`config.mk`:
```
export PLATFORM = sky130hd
export DESIGN_NAME = flag_ctrl_unit
export DESIGN_NICKNAME = d
export VERILOG_FILES = /design/src/rtl/flag_ctrl_unit.sv
export SDC_FILE = /design/constraint.sdc
export NUM_CORES = 1
export LEC_CHECK = 0
export BUFFER_PORTS_ARGS = -buffer_cell sky130_fd_sc_hd__buf_4
export CORE_MARGIN = 2
export CORE_UTILIZATION = 30
export DETAILED_ROUTE_END_ITERATION = 8
export GPL_TIMING_DRIVEN = 0
export PLACE_DENSITY = 0.52
export RECOVER_POWER = 100
export REMOVE_ABC_BUFFERS = 1
export SLEW_MARGIN = 20
export SYNTH_ARGS = -nofsm -noshare
export SYNTH_HDL_FRONTEND = slang
export SYNTH_SLANG_ARGS = --single-unit
```
`constraint.sdc`:
```
create_clock -name clk -period 1.65 [get_ports clk]
set_clock_uncertainty 0.2 [all_clocks]
set_input_delay 0.33 -clock clk [delete_from_list [all_inputs] [get_ports clk]]
set_output_delay 0.33 -clock clk [all_outputs]
set_load 0.1 [all_outputs]
```
`src/rtl/flag_ctrl_unit.sv`:
```
// Status-flag sequencer for the MCU: carry, zero and interrupt enable, plus
// interrupt entry/exit with a small {C,Z} shadow stack for nested interrupts.
//
// state | meaning
// RUN   | accepting flag commands, watching for an enabled interrupt
// SAVE  | pushing {C,Z} to the shadow stack, masking interrupts
// ACK   | pulsing int_ack so the core fetches the vector
module flag_ctrl_unit #(
    parameter int SHADOW_DEPTH = 2,
    parameter int PTR_W        = $clog2(SHADOW_DEPTH + 1)
) (
    input  logic             clk,
    input  logic             rst_n,
    input  logic [2:0]       flg_op,
    input  logic             cmd_valid,
    output logic             cmd_ready,
    input  logic             c_in,
    input  logic             z_in,
    input  logic             intr,
    output logic             c_flag,
    output logic             z_flag,
    output logic             i_flag,
    output logic             int_ack,
    output logic [PTR_W-1:0] shadow_cnt,
    output logic             stk_err
);

    localparam int IDX_W = (SHADOW_DEPTH > 1) ? $clog2(SHADOW_DEPTH) : 1;
    localparam logic [PTR_W-1:0] FULL = PTR_W'(SHADOW_DEPTH);

    localparam logic [2:0] OP_LD_CZ = 3'b001;
    localparam logic [2:0] OP_LD_C  = 3'b010;
    localparam logic [2:0] OP_SET_C = 3'b011;
    localparam logic [2:0] OP_CLR_C = 3'b100;
    localparam logic [2:0] OP_SEI   = 3'b101;
    localparam logic [2:0] OP_CLI   = 3'b110;
    localparam logic [2:0] OP_RETI  = 3'b111;

    typedef enum logic [1:0] {RUN, SAVE, ACK} state_t;

    state_t             state, state_nxt;
    logic               c_nxt, z_nxt, i_nxt, err_nxt, push;
    logic [PTR_W-1:0]   cnt_nxt;
    logic [1:0]         shadow [SHADOW_DEPTH];

    assign cmd_ready = (state == RUN);
    assign int_ack   = (state == ACK);

    always_comb begin
        state_nxt = state;
        c_nxt     = c_flag;
        z_nxt     = z_flag;
        i_nxt     = i_flag;
        err_nxt   = stk_err;
        cnt_nxt   = shadow_cnt;
        push      = 1'b0;
        case (state)
            RUN: begin
                if (cmd_valid) begin
                    case (flg_op)
                        OP_LD_CZ: begin
                            c_nxt = c_in;
                            z_nxt = z_in;
                        end
                        OP_LD_C:  c_nxt = c_in;
                        OP_SET_C: c_nxt = 1'b1;
                        OP_CLR_C: c_nxt = 1'b0;
                        OP_SEI:   i_nxt = 1'b1;
                        OP_CLI:   i_nxt = 1'b0;
                        OP_RETI: begin
                            i_nxt = 1'b1;
                            if (shadow_cnt != '0) begin
                                {c_nxt, z_nxt} = shadow[IDX_W'(shadow_cnt - PTR_W'(1))];
                                cnt_nxt        = shadow_cnt - PTR_W'(1);
                            end else begin
                                err_nxt = 1'b1;
                            end
                        end
                        default: ;
                    endcase
                end
                // take decision uses the registered I, so a same-edge CLI cannot cancel it
                if (intr && i_flag) state_nxt = SAVE;
            end
            SAVE: begin
                i_nxt     = 1'b0;
                state_nxt = ACK;
                if (shadow_cnt == FULL) begin
                    err_nxt = 1'b1;
                end else begin
                    push    = 1'b1;
                    cnt_nxt = shadow_cnt + PTR_W'(1);
                end
            end
            ACK:     state_nxt = RUN;
            default: state_nxt = RUN;
        endcase
    end

    always_ff @(posedge clk or negedge rst_n) begin
        if (!rst_n) begin
            state      <= RUN;
            c_flag     <= 1'b0;
            z_flag     <= 1'b0;
            i_flag     <= 1'b0;
            stk_err    <= 1'b0;
            shadow_cnt <= '0;
        end else begin
            state      <= state_nxt;
            c_flag     <= c_nxt;
            z_flag     <= z_nxt;
            i_flag     <= i_nxt;
            stk_err    <= err_nxt;
            shadow_cnt <= cnt_nxt;
        end
    end

    // shadow contents are deliberately not reset; only the count is
    always_ff @(posedge clk) begin
        if (push) shadow[IDX_W'(shadow_cnt)] <= {c_flag, z_flag};
    end

endmodule
```
== Yosys cells after proc, flatten, opt, wreduce, memory -nomap -nowiden ==
Memories as Yosys holds them, arrays and structs flattened.
Cells that the tools add are included.
Word-level totals
  flip-flop bits (word level): 8
  bits in writable memories: 4
  input bits: 9
  logic and storage cells: 64
  memories kept: 1
Operators by class
  add/sub/neg operators: 2
  equal/unequal tests: 19
  muxes and demuxes: 23
  reductions and logical operators: 13
Memories
  shadow: depth 2, width 2, read ports 1, clocked after memory_dff 0, wr ports 1, line 44  | logic [1:0] shadow [SHADOW_DEPTH];
Operators with widths (number)
  == test 3 bit (second input constant): 4
  2-to-1 mux 1 bit: 11
  2-to-1 mux 2 bit: 5
  != test 2 bit (second input constant): 5
  AND reduction 5 bit: 2
  case mux 1 bit (2 select lines): 4
  case mux 2 bit (2 select lines): 2
  AND reduction 4 bit: 2
  == test 3 x 2 -> 1 bit (second input constant): 2
  != test 2 x 1 -> 1 bit (second input constant): 3
  nonzero test 2 bit: 3
  == test 2 bit (second input constant): 2
  case mux 1 bit (4 select lines): 1
  nonzero test 4 bit: 1
  OR reduction 2 bit: 2
  == test 3 x 1 -> 1 bit (second input constant): 1
  != test 3 x 2 -> 1 bit (second input constant): 1
  AND reduction 3 bit: 1
  adder 2 x 1 -> 2 bit (second input constant): 1
  == test 2 x 1 -> 1 bit (second input constant): 1
  zero test 2 bit: 1
  subtractor 2 x 1 -> 2 bit (second input constant): 1
  logical AND 1 bit: 1

== Depth between registers and ports, before layout ==
Gate-level depths: netlist of the first run.
  depth after elaboration: 5
  gate-level depth with buffers: 6
  gate-level depth less buffers: 6

== Worst setup path before layout of the first run ==
No wires, ideal clock.
  path kind: flip-flop to flip-flop
  start: register shadow_cnt[0]
  end: register c_flag
  data arrival time: 2.160 ns
  required time: 1.322 ns
  slack: -0.838 ns
  stages on the path, launching flop included: 7
  buffers on the path: 0
  period minus slack after synthesis: 2.488 ns
  path through: dfrtp_1 -> inv_1 -> ha_1 -> nand4_1 -> and3_1 -> o211ai_1 -> mux2_1
Between the ends
  longest elaborated chain between the ends: 4
  elaborated cells on any way between the ends: 7
RTL lines
  from (decl): line 24  | output logic [PTR_W-1:0] shadow_cnt,
  from (signal assigned): line 114  | shadow_cnt <= cnt_nxt;
  subtractor 2 x 1 -> 2 bit
  memory (2 x 2 bit)
  2-to-1 mux 1 bit: line 72  | if (shadow_cnt != '0) begin
  case mux 1 bit (4 select lines): line 60  | case (flg_op)
  to (signal assigned): line 110  | c_flag <= c_nxt;
  to (decl): line 20  | output logic c_flag,
Parallel ways exist; a longest one is shown, timed or not. The select of a mux whose other input is x is not followed.
A chain may end at the register's enable or synchronous reset.

== Worst setup path in the final report of the first run ==
  start: register shadow_cnt[0]
  end: register shadow_cnt[1]
Between the ends
  longest elaborated chain between the ends: 5
  elaborated cells on any way between the ends: 12
RTL lines
  subtractor 2 x 1 -> 2 bit: line 74  | cnt_nxt = shadow_cnt - PTR_W'(1);
  2-to-1 mux 2 bit: line 72
  2-to-1 mux 2 bit: line 60
  2-to-1 mux 2 bit: line 59  | if (cmd_valid) begin
  case mux 2 bit (2 select lines): line 57  | case (state)
Parallel ways exist; a longest one is shown, timed or not. The select of a mux whose other input is x is not followed.

==> impl_metrics.tcl, run 1 <==
set metrics [dict create \
    postLayoutCoreUtil_pct 46.2 \
    numPortBuffers 16 \
    synth_edf_count 4 \
    path_max_fanout 4 \
    final_cell_area_mm2 0.00101 \
    setup_viol 0 \
    timing.final.hold_violations 0 \
    min_path_type "input pin to flip-flop" \
    reg2reg_from "shadow_cnt[0]$_DFFE_PN0P_" \
    cts_num_sinks 12 \
    grt.total_usage_pct 13.8 \
    placement.cell_area_um2 808 \
    endpoint "shadow_cnt[1]$_DFFE_PN0P_" \
    synthTopCellsByArea "dfrtp_1, edfxtp_1, mux2_1" \
    dp_hpwl_um 997 \
    n_antenna_cell 0 \
    gp_congestion 0.707 \
    r2r_slack_ps 1 \
    num_vias 564 \
    yosysSeqAreaShare_pct 46.9 \
    ys_async_sr_fraction_pct 66.7 \
    core_mm2 0.00219 \
    status "finished clean" \
    crit_arrival_ps 1610 \
    start_util_pct 31.2 \
    fill_cells 202 \
    route.detailed.drc 0 \
    max_freq_ghz 0.607 \
    synth-seq-cells 12 \
    drive_above_1_share_pct 52.2 \
    rr_endpoint "shadow_cnt[1]$_DFFE_PN0P_" \
    grt_pass1_wl_um 2700 \
    synth_top_area_share_pct 29.3 \
    synth_top_area_cell "dfrtp_1" \
    avgSynthCellArea_um2 10.7 \
    grt_pass1_vias 625 \
    cp-startpoint "shadow_cnt[0]$_DFFE_PN0P_" \
    maxCapViolations 0 \
    rsz0062_at_grt "yes" \
    cts_max_level 1 \
    drtIter0Drc 5 \
    gr-total-overflow 0 \
    io_pins 17 \
    die_w_um 51.7 \
    synthesis.area_um2 683 \
    slew_violations 0 \
    stdcell_count 120 \
    num_rows 17 \
    dr.pass1.iters 2 \
    critPathSlowestCell "dfrtp_2" \
    antenna_found_initial 0 \
    ant_nets 0 \
    worst_slew_pin_slew_ps 479 \
    ys_warn_count 0 \
    netlist_instances 64 \
    ys.flop_type "dfrtp_1" \
    maxSlewHeadroom_pct 68.1 \
    root_buffer "clkbuf_4" \
    cts_tree "yes" \
    cts_buffer_depth 2 \
    place_inst 105 \
    routed_wl_um 1550 \
    path_cells "inv_4 > ha_4 > buf_4 > o31ai_2 > a21oi_2 > nor4_2" \
    cts_inserted_buffers 3 \
    wl_per_cell_um 12.9 \
    critPathCaptureType "flip-flop" \
    dieArea_mm2 0.00267 \
    finalNetCount 104 \
    die_y_um 51.7 \
    clkTransAtPathRegs_ps 70 \
    crit_required_ps 1610 \
    synth_cell_types 30 \
    worstSkewPairLatency_ps 270 \
    post-route-period-util_pct 99.9 \
    cp-start-kind "flip-flop" \
    regArea_um2 324 \
    period_needed_ps 1650 \
    vias_per_cell 4.70 \
    critical-path-max-stage-delay_ps 400 \
    areaGrowthSynthToFinish_pct 48.2 \
    r2r_cells 6 \
    multi_input_area_um2 375 \
    grt_max_degree 9 \
    path_class "flip-flop to flip-flop" \
]
registers in the layout (all words and copies together) (netlist names):
name        count
i_flag          1
shadow_cnt      2
stk_err         1
state           2
shadow          4
z_flag          1
c_flag          1
worst min path at each step:
stage	startpoint	endpoint	depth (start not counted)	slack (ps)
after floorplan	rst_n	c_flag$_DFFE_PN0P_	0	-170
after global placement	rst_n	state[0]$_DFFE_PN0P_	1	-40
after detailed placement	rst_n	stk_err$_DFFE_PN0P_	1	-40
after CTS	intr	state[0]$_DFFE_PN0P_	2	100
after global routing	intr	state[0]$_DFFE_PN0P_	2	110
final	intr	state[0]$_DFFE_PN0P_	2	110
cell usage after synthesis (all sizes together) (3+ instances only):
cell type and n:
a21oi 4, and3 3, buf 3, dfrtp 8, edfxtp 4, inv 4, mux2 3, nand2 4
nand3 3, nor2 6, nor3 3
logic make-up after synthesis:
kind of cell | synth area share (%)
simple gates | 22.2
flops | 46.9
compound gates | 11.7
buf+inv | 6.59
mux | 6.41
xor+xnor | 2.56
fa+ha+maj | 3.66
per-layer routing:
| metal | vias up | track usage, % | share of wire [%] |
|---|---|---|---|
| met5 | - | 0 | 0 |
| met4 | 0 | 2.63 | 0 |
| met3 | 0 | 5.17 | 3.0 |
| met2 | 10 | 22.6 | 52 |
| met1 | 264 | 17.4 | 45 |
| li1 | 290 | - | - |
through the flow:
step | setup TNS, ps | hold slack (ps) | setup slack [ps]
global route | -93.6 | 106 | -57.2
global placement | -979 | -42.6 | -291
CTS | -2.25 | 101 | -2.25
finish | 0 | 108 | 1.33
floorplan | -6910 | -166 | -838
detailed placement | -1380 | -40.3 | -340
cell usage in the layout, fill, tap and decap left out, types with 2 or more instances in the layout:
master and instances:
buf_6 2, nor3_1 2, nor2_4 3, mux2_1 2
inv_1 2, nand2_1 4, buf_12 2, edfxtp_1 4
nand3_1 3, dfrtp_2 3, buf_4 20, and3_1 2
dfrtp_1 5, xnor2_1 2, clkbuf_4 4, a21oi_1 3
nor2_1 2
repair_timing:
| action | CTS | global route |
|---|---|---|
| hold buffers | 1 | 0 |
| hold endpoints to repair | 8 | 0 |
| buffers inserted | 9 | 1 |
| pin swaps | 3 | 6 |
| resized for setup | 11 | 16 |
| setup endpoints to repair | 10 | 10 |
critical path: cells and delay by family, from the launching register on:
| kind | cells | cell delay, ps |
|---|---|---|
| AO/OA/AOI/OAI | 2 | 360 |
| adder cells (fa/ha/maj) | 1 | 150 |
| buffers and inverters | 2 | 200 |
| flip-flops | 1 | 400 |
| AND/OR/NAND/NOR | 1 | 240 |
area by class of cell:
class	count	area share (%)
clock buffers	3	2.22
clock inverters	1	0.371
inverters	4	1.73
multi-input cells	45	37.1
flip-flops and latches	12	32.0
well taps	28	3.46
repair buffers	27	23.1
Power of run 1 is left out: the tool's default activity adds up to more than one toggle a clock period on the data nets, which glitch-free logic cannot reach.
==> run 2: changes to the inputs <==
- PLACE_DENSITY: 0.52 -> 0.5
- clock period: 1.65 -> 1.7 ns (I/O delays scaled with it)
==> impl_metrics.tcl, run 2 (synthesized netlist as in run 1, its figures left out) <==
set metrics [dict create \
    status "finished clean" \
    period_needed_ps 1660 \
    root_buffer "clkbuf_4" \
    critPathCaptureType "primary output" \
    wl_per_cell_um 11.6 \
    timing.final.hold_violations 0 \
    cts_inserted_buffers 3 \
    worstSkewPairLatency_ps 270 \
    final_common_cell "buf_4" \
    worst_slew_pin_slew_ps 486 \
    num_vias 569 \
    drive_above_1_share_pct 49.5 \
    path_buf_inv 2 \
    io_pins 17 \
    cts_buffer_depth 2 \
    grt_max_degree 9 \
    critical-path-max-stage-delay_ps 370 \
    routed_wl_um 1390 \
    rsz0062_at_grt "yes" \
    path_class "flip-flop to primary output" \
    num_rows 17 \
    ant_nets 0 \
    critPathSlowestCell "dfrtp_1" \
    cpLargestDelayFamily "buffers and inverters" \
    reg.largest.list "shadow (4), shadow_cnt (2), state (2)" \
    crit_required_ps 1160 \
    timing.final.ws_setup_ps 38.3 \
    dr.pass1.iters 4 \
    largest_reg_flops 4 \
    cts_num_sinks 12 \
    holdPathEnd "state[0]$_DFFE_PN0P_" \
    dieArea_mm2 0.00267 \
    crit_arrival_ps 1120 \
    finalNetCount 103 \
    n_antenna_cell 0 \
    setup_viol 0 \
    gr-total-overflow 0 \
    largest_register "shadow" \
    antenna_found_initial 0 \
    maxSlewHeadroom_pct 67.6 \
    worstHoldStart "intr" \
    die_y_um 51.7 \
    clkTransAtPathRegs_ps 80 \
    dpl_worst_slack_ps -268 \
    grt_pass1_wl_um 2390 \
    place_inst 105 \
    r2r_slack_ps 80 \
    min_path_cells 2 \
    grt.total_usage_pct 12.1 \
    min_path_type "input pin to flip-flop" \
    grt_pass1_vias 539 \
    r2r_cells 6 \
    cts_max_level 1 \
    start_util_pct 31.2 \
    stdcell_count 119 \
    cts_tree "yes" \
    gp_congestion 0.705 \
    slew_violations 0 \
    cp-start-kind "flip-flop" \
    core_mm2 0.00219 \
    rr_endpoint "shadow_cnt[0]$_DFFE_PN0P_" \
    reg2reg_from "shadow_cnt[1]$_DFFE_PN0P_" \
    numPortBuffers 16 \
    post-route-period-util_pct 97.7 \
    drtIter0Drc 13 \
    route.detailed.drc 0 \
    dp_hpwl_um 976 \
    max_freq_ghz 0.602 \
    vias_per_cell 4.78 \
    tns_ps 0 \
    die_w_um 51.7 \
    final_cell_mix "buf_4, clkbuf_4, dfrtp_1" \
    maxCapViolations 0 \
    areaGrowthSynthToFinish_pct 39.4 \
    path_cells "clkbuf_2 > clkbuf_4" \
    path_max_fanout 4 \
]
run 2: final cells by class:
type | count | area, µm²
fill | 208 | 1240
sequential | 12 | 324
clock inverter | 1 | 3.75
tap | 28 | 35.0
clock buffer | 3 | 22.5
multi-input combinational | 45 | 353
timing repair buffer | 26 | 196
inverter | 4 | 17.5
run 2: repair_timing:
| action | CTS | global route |
|---|---|---|
| setup endpoints to repair | 9 | 8 |
| pin swaps | 1 | 2 |
| setup buffers | 5 | 4 |
| hold buffers | 1 | 0 |
| hold endpoints to repair | 8 | 0 |
| gates resized for setup | 9 | 8 |
run 2: stage by stage:
step           instance area, µm²  utilization (%)  hold slack (ps)
4_1_cts                       908             41.5              101
5_1_grt                       952             43.5              110
3_5_place_dp                  808             36.9            -29.3
6_report                      952             43.5              107
2_1_floorplan                 653                -             -156
3_3_place_gp                  808             36.9            -29.4
run 2: routing by layer:
layer / wire length, µm / global-route usage (%) / part of all wire (%) / vias up
li1: - / - / - / 284
met1: 692 / 15.4 / 50 / 268
met2: 611 / 19.9 / 44 / 17
met3: 81 / 3.16 / 5.8 / 0
met4: 0 / 3.95 / 0 / 0
met5: 0 / 0 / 0 / -
run 2: how the worst max path moves through the flow:
stage | startpoint | to | depth (start not counted)
4_1_cts | state[1]$_DFFE_PN0P_ | int_ack | 3
2_1_floorplan | shadow_cnt[0]$_DFFE_PN0P_ | c_flag$_DFFE_PN0P_ | 6
3_5_place_dp | shadow_cnt[0]$_DFFE_PN0P_ | z_flag$_DFFE_PN0P_ | 6
3_3_place_gp | shadow_cnt[0]$_DFFE_PN0P_ | c_flag$_DFFE_PN0P_ | 6
5_1_grt | shadow_cnt[0]$_DFFE_PN0P_ | c_flag$_DFFE_PN0P_ | 6
6_report | shadow_cnt[1]$_DFFE_PN0P_ | shadow_cnt[1] | 2
Power of run 2 is left out for the same reason.
